$ cat src/rtl/sequence_generator_io.sv
// Serial bit-pattern transmitter: sends a latched pattern MSB-first, repeated
// a programmed number of times with a fixed idle gap between copies.
module sequence_generator_io #(
  parameter int   PAT_W    = 8,
  parameter int   LEN_W    = 4,
  parameter int   CNT_W    = 4,
  parameter int   GAP      = 2,
  parameter logic IDLE_BIT = 1'b0
) (
  input  logic             clock,
  input  logic             reset,
  input  logic             start,
  input  logic [PAT_W-1:0] pattern,
  input  logic [LEN_W-1:0] len,
  input  logic [CNT_W-1:0] reps,
  input  logic             abort,
  output logic             o,
  output logic             o_valid,
  output logic             busy,
  output logic             done,
  output logic             err
);

  localparam logic [1:0] S_IDLE = 2'd0;
  localparam logic [1:0] S_SEND = 2'd1;
  localparam logic [1:0] S_GAP  = 2'd2;
  localparam logic [1:0] S_DONE = 2'd3;

  localparam logic [LEN_W:0]   LEN_MAX  = (LEN_W+1)'(PAT_W);
  localparam logic [LEN_W-1:0] LEN_ONE  = LEN_W'(1);
  localparam logic [CNT_W-1:0] CNT_ONE  = CNT_W'(1);
  localparam logic [7:0]       GAP_LAST = (GAP > 0) ? 8'(GAP - 1) : 8'd0;

  logic [1:0]       state_q, state_d;
  logic [PAT_W-1:0] pat_q, pat_d;
  logic [LEN_W-1:0] len_q, len_d;
  logic [CNT_W-1:0] rep_q, rep_d;
  logic [LEN_W-1:0] idx_q, idx_d;
  logic [7:0]       gap_q, gap_d;
  logic             o_d, valid_d, busy_d, done_d, err_d;

  logic [PAT_W-1:0] new_shift, cur_shift, restart_shift;
  logic             accept;

  // idx_q is the bit index currently on o, so the next bit is idx_q-1
  assign new_shift     = pattern >> (len - LEN_ONE);
  assign cur_shift     = pat_q >> (idx_q - LEN_ONE);
  assign restart_shift = pat_q >> (len_q - LEN_ONE);

  assign accept = start && (len != '0) && ({1'b0, len} <= LEN_MAX) && (reps != '0);

  always_comb begin
    state_d = state_q;
    pat_d   = pat_q;
    len_d   = len_q;
    rep_d   = rep_q;
    idx_d   = idx_q;
    gap_d   = gap_q;
    o_d     = IDLE_BIT;
    valid_d = 1'b0;
    busy_d  = 1'b0;
    done_d  = 1'b0;
    err_d   = 1'b0;
    case (state_q)
      S_IDLE: begin
        if (accept) begin
          state_d = S_SEND;
          pat_d   = pattern;
          len_d   = len;
          rep_d   = reps;
          idx_d   = len - LEN_ONE;
          o_d     = new_shift[0];
          valid_d = 1'b1;
          busy_d  = 1'b1;
        end else if (start) begin
          err_d = 1'b1;
        end
      end
      S_SEND: begin
        if (abort) begin
          state_d = S_IDLE;
        end else if (idx_q != '0) begin
          idx_d   = idx_q - LEN_ONE;
          o_d     = cur_shift[0];
          valid_d = 1'b1;
          busy_d  = 1'b1;
        end else if (rep_q > CNT_ONE) begin
          rep_d  = rep_q - CNT_ONE;
          busy_d = 1'b1;
          if (GAP > 0) begin
            state_d = S_GAP;
            gap_d   = GAP_LAST;
          end else begin
            idx_d   = len_q - LEN_ONE;
            o_d     = restart_shift[0];
            valid_d = 1'b1;
          end
        end else begin
          state_d = S_DONE;
          rep_d   = '0;
          done_d  = 1'b1;
        end
      end
      S_GAP: begin
        if (abort) begin
          state_d = S_IDLE;
        end else if (gap_q == 8'd0) begin
          state_d = S_SEND;
          idx_d   = len_q - LEN_ONE;
          o_d     = restart_shift[0];
          valid_d = 1'b1;
          busy_d  = 1'b1;
        end else begin
          gap_d  = gap_q - 8'd1;
          busy_d = 1'b1;
        end
      end
      default: begin
        state_d = S_IDLE;
      end
    endcase
  end

  always_ff @(posedge clock or negedge reset) begin
    if (!reset) begin
      state_q <= S_IDLE;
      pat_q   <= '0;
      len_q   <= '0;
      rep_q   <= '0;
      idx_q   <= '0;
      gap_q   <= '0;
      o       <= IDLE_BIT;
      o_valid <= 1'b0;
      busy    <= 1'b0;
      done    <= 1'b0;
      err     <= 1'b0;
    end else begin
      state_q <= state_d;
      pat_q   <= pat_d;
      len_q   <= len_d;
      rep_q   <= rep_d;
      idx_q   <= idx_d;
      gap_q   <= gap_d;
      o       <= o_d;
      o_valid <= valid_d;
      busy    <= busy_d;
      done    <= done_d;
      err     <= err_d;
    end
  end

endmodule

$ cat config.mk
export PLATFORM = sky130hd
export DESIGN_NAME = sequence_generator_io
export DESIGN_NICKNAME = d
export VERILOG_FILES = /design/src/rtl/sequence_generator_io.sv
export SDC_FILE = /design/constraint.sdc
export NUM_CORES = 1
export LEC_CHECK = 0
export CAP_MARGIN = 20
export CORE_ASPECT_RATIO = 0.5
export CORE_UTILIZATION = 55
export DETAILED_ROUTE_END_ITERATION = 10
export PLACE_DENSITY = 0.8
export SLEW_MARGIN = 20
export SYNTH_ARGS = -nofsm -noshare
export SYNTH_HDL_FRONTEND = slang
export SYNTH_SLANG_ARGS = --single-unit
$ cat constraint.sdc
create_clock -name clock -period 2.9 [get_ports clock]
set_input_delay 0.58 -clock clock [delete_from_list [all_inputs] [get_ports clock]]
set_output_delay 0.58 -clock clock [all_outputs]
set_load 0.02 [all_outputs]
==> results.yml <==
synthesis:
  ys_async_sr_fraction: 1.00
  syn_inst: 227
  synth_nets: 259
  synthMuxAreaShare: 0.160
  ys_types: 54
  syn_area_sq_mm: 0.00232
  synth_top_family_by_area: "simple AND/OR/NAND/NOR gates"
  synthXorXnorAreaFrac: 0.0339
  syn_area_per_cell_sq_um: 10.2
  synth_simple_gate_area_share: 0.162
  ys_ff_latch: 35
  synth-edff-count: 0
  synth_flop_cell: "dfrtp_1"
  synthAdderAreaFrac: 0.0647
  yosysSeqAreaShare: 0.377
  synth_compound_area_frac: 0.157
  yosys_warnings: 0
worst_setup_path:
  arrival_ns: 2.68
  cp_slowest_cell: "clkdlybuf4s50_1"
  end_kind: "flop"
  slowest_delay_ns: 0.49
  crit_required_ns: 3.08
  start_kind: "primary input"
  worstPathMaxFanout: 6
  worstSetupPathType: "primary input to flop"
  crit_chain: "clkdlybuf4s50_1, inv_1, ha_1, nor2b_1, xnor2_1, a31oi_1, nand4bb_1, mux2_2"
floorplan:
  die_h_um: 47.9
  die_area_sq_mm: 0.00450
  io_pins: 25
  die_x_um: 93.9
  initial_core_util: 0.586
  std_cell_rows: 16
  coreArea_sq_mm: 0.00396
pwr:
  powerDensity_mw_per_mm2: 1110
  p_total_mw: 3.06
  total_leakage_power_nw: 1.21
  vdd.ir_drop.worst_uv: 527
clock_network:
  cts.path.max_buffers: 2
  clockRootBuffer: "clkbuf_8"
  clk_pin_slew_worst_paths_ns: 0.07
  clk_latency_ns: 0.29
  cts_sinks: 35
  cts_tree: "yes"
  ctsHoldBuffers: 0
  cts-resized-gates: 0
  post_cts_buffers: 0
  cts_max_level: 2
  cts_buffers: 5
place:
  gp_congestion: 0.830
  hpwl_um: 3750
  io_buffers: 24
timing:
  fmax_mhz: 401
  slew_headroom: 0.615
  setup_viol: 0
  fin_setup_tns_ns: 0
  finalHoldViolations: 0
  rsz0062_at_grt: "no"
  clock_skew_ns: 0.00634
  slew_violations: 0
  min_period_ns: 2.50
  worst_pin_slew_ns: 0.575
  fin_worst_hold_slack_ns: 0.538
  min_period_over_period: 0.861
final_layout:
  drive_gt1_frac: 0.201
  area_growth_pct: 19.2
  diodes: 0
  final_nets: 295
detailed_routing:
  drc_errors: 0
  via_per_inst: 6.00
  dr.pass1.iters: 4
  drt_iter0_markers: 110
  vias: 1909
  totalWireLength_um: 5160
  postRouteAntennaNets: 0
  post_drt_wl_per_cell_um: 16.2
grt:
  grt_pass1_vias: 1733
  grt_start_max_net_pins: 36
  overflow: 0
  grt_antenna_before_repair: 0
  grt_pass1_wl_um: 8060
  track_usage: 0.245
job:
  drv_cap: 0
status:
  run_status: "complete, no violations"
worst_hold_path:
  holdCritPathClass: "flop to flop"
[layer usage]
metal | vias up | global-route usage | share of wire
met5 | - | 0 | 0
met4 | 0 | 0.0800 | 0.013
met3 | 9 | 0.0587 | 0.053
met2 | 64 | 0.435 | 0.47
met1 | 930 | 0.307 | 0.46
li1 | 906 | - | -
[critical path: cells and delay by family]
| kind | cells | cell delay, ns |
|---|---|---|
| and+or+nand+nor | 2 | 0.40 |
| xor gates and xnor gates | 1 | 0.14 |
| AOI/OAI and AO/OA | 1 | 0.41 |
| buffers and inverters | 2 | 0.57 |
| adders and majority gates | 1 | 0.22 |
| muxes | 1 | 0.36 |
[synth_stat cells (4+ instances only)]
cell	n	area [sq um]
xor2_1	5	43.8
mux2i_1	9	90.1
nor2_1	20	75.1
o211ai_1	4	30.0
ha_1	12	150
xnor2_1	4	35.0
dfrtp_1	35	876
nand3_1	5	25.0
mux2_2	17	191
nor4_1	5	31.3
a21oi_1	6	30.0
inv_1	21	78.8
o21ai_0	7	35.0
nand2_1	9	33.8
nor3_1	5	25.0
mux4_2	4	90.1
[power breakdown]
group,internal [mW],switching [mW],total [mW]
Sequential,0.727,0.230,0.957
Clock,0.164,0.187,0.351
Combinational,0.858,0.893,1.75
[placed cells by master, fill, tap and decap left out, types with 4 or more instances in the layout]
master	n
a21oi_1	6
buf_4	10
clkbuf_8	5
clkdlybuf4s50_1	24
dfrtp_1	35
ha_1	12
inv_1	21
mux2_2	17
mux2i_1	9
mux4_2	4
nand2_1	9
nand3_1	5
nor2_1	20
nor3_1	5
nor4_1	5
o211ai_1	4
o21ai_0	7
xnor2_1	4
xor2_1	5
[cell families (layout without fill, tap and decap cells)]
family / Yosys count / after routing
and+or+nand+nor: 67 / 67
adders and majority gates: 12 / 12
buffers and inverters: 27 / 64
xor gates and xnor gates: 9 / 9
DFF: 35 / 35
AOI/OAI and AO/OA: 47 / 47
muxes: 30 / 30
[sequential cells by signal, summed over array words and instances (netlist names)]
| register | cells |
|---|---|
| idx_q | 4 |
| busy | 1 |
| rep_q | 4 |
| len_q | 4 |
| err | 1 |
| o | 1 |
| done | 1 |
| o_valid | 1 |
| pat_q | 8 |
| gap_q | 8 |
| state_q | 2 |
[path summary, 6_finish.rpt]
check | from | to | slack [ns] | cells after the start
setup / recovery | len[0] | idx_q[3] | 0.40 | 8
hold / removal | len_q[1] | len_q[1] | 0.54 | 2
max in group asynchronous | reset | len_q[1] | 1.88 | 2
min in group asynchronous | reset | gap_q[6] | 0.70 | 2
setup reg to reg | idx_q[0] | gap_q[5] | 0.47 | 7
hold reg to reg | len_q[1] | len_q[1] | 0.54 | 2
[stage by stage]
| step | std cells | cell area (sq um) | setup WS [ns] | utilization |
|---|---|---|---|---|
| global placement | 310 | 2680 | 0.174 | 0.677 |
| global route | 318 | 2770 | 0.277 | 0.698 |
| CTS | 318 | 2770 | 0.416 | 0.698 |
| floorplan | 227 | 2320 | 0.639 | - |
| finish | 318 | 2770 | 0.404 | 0.698 |
| detailed placement | 310 | 2680 | 0.123 | 0.677 |
[final cells by class]
| type | instances | area (sq um) |
|---|---|---|
| clock inverters | 3 | 15.0 |
| inverters | 22 | 82.6 |
| well taps | 54 | 67.6 |
| clock buffers | 5 | 68.8 |
| fillers | 313 | 1200 |
| repair buffers | 34 | 315 |
| flip-flops and latches | 35 | 876 |
| multi-input cells | 165 | 1340 |
Power figures use the tool's default switching activity.
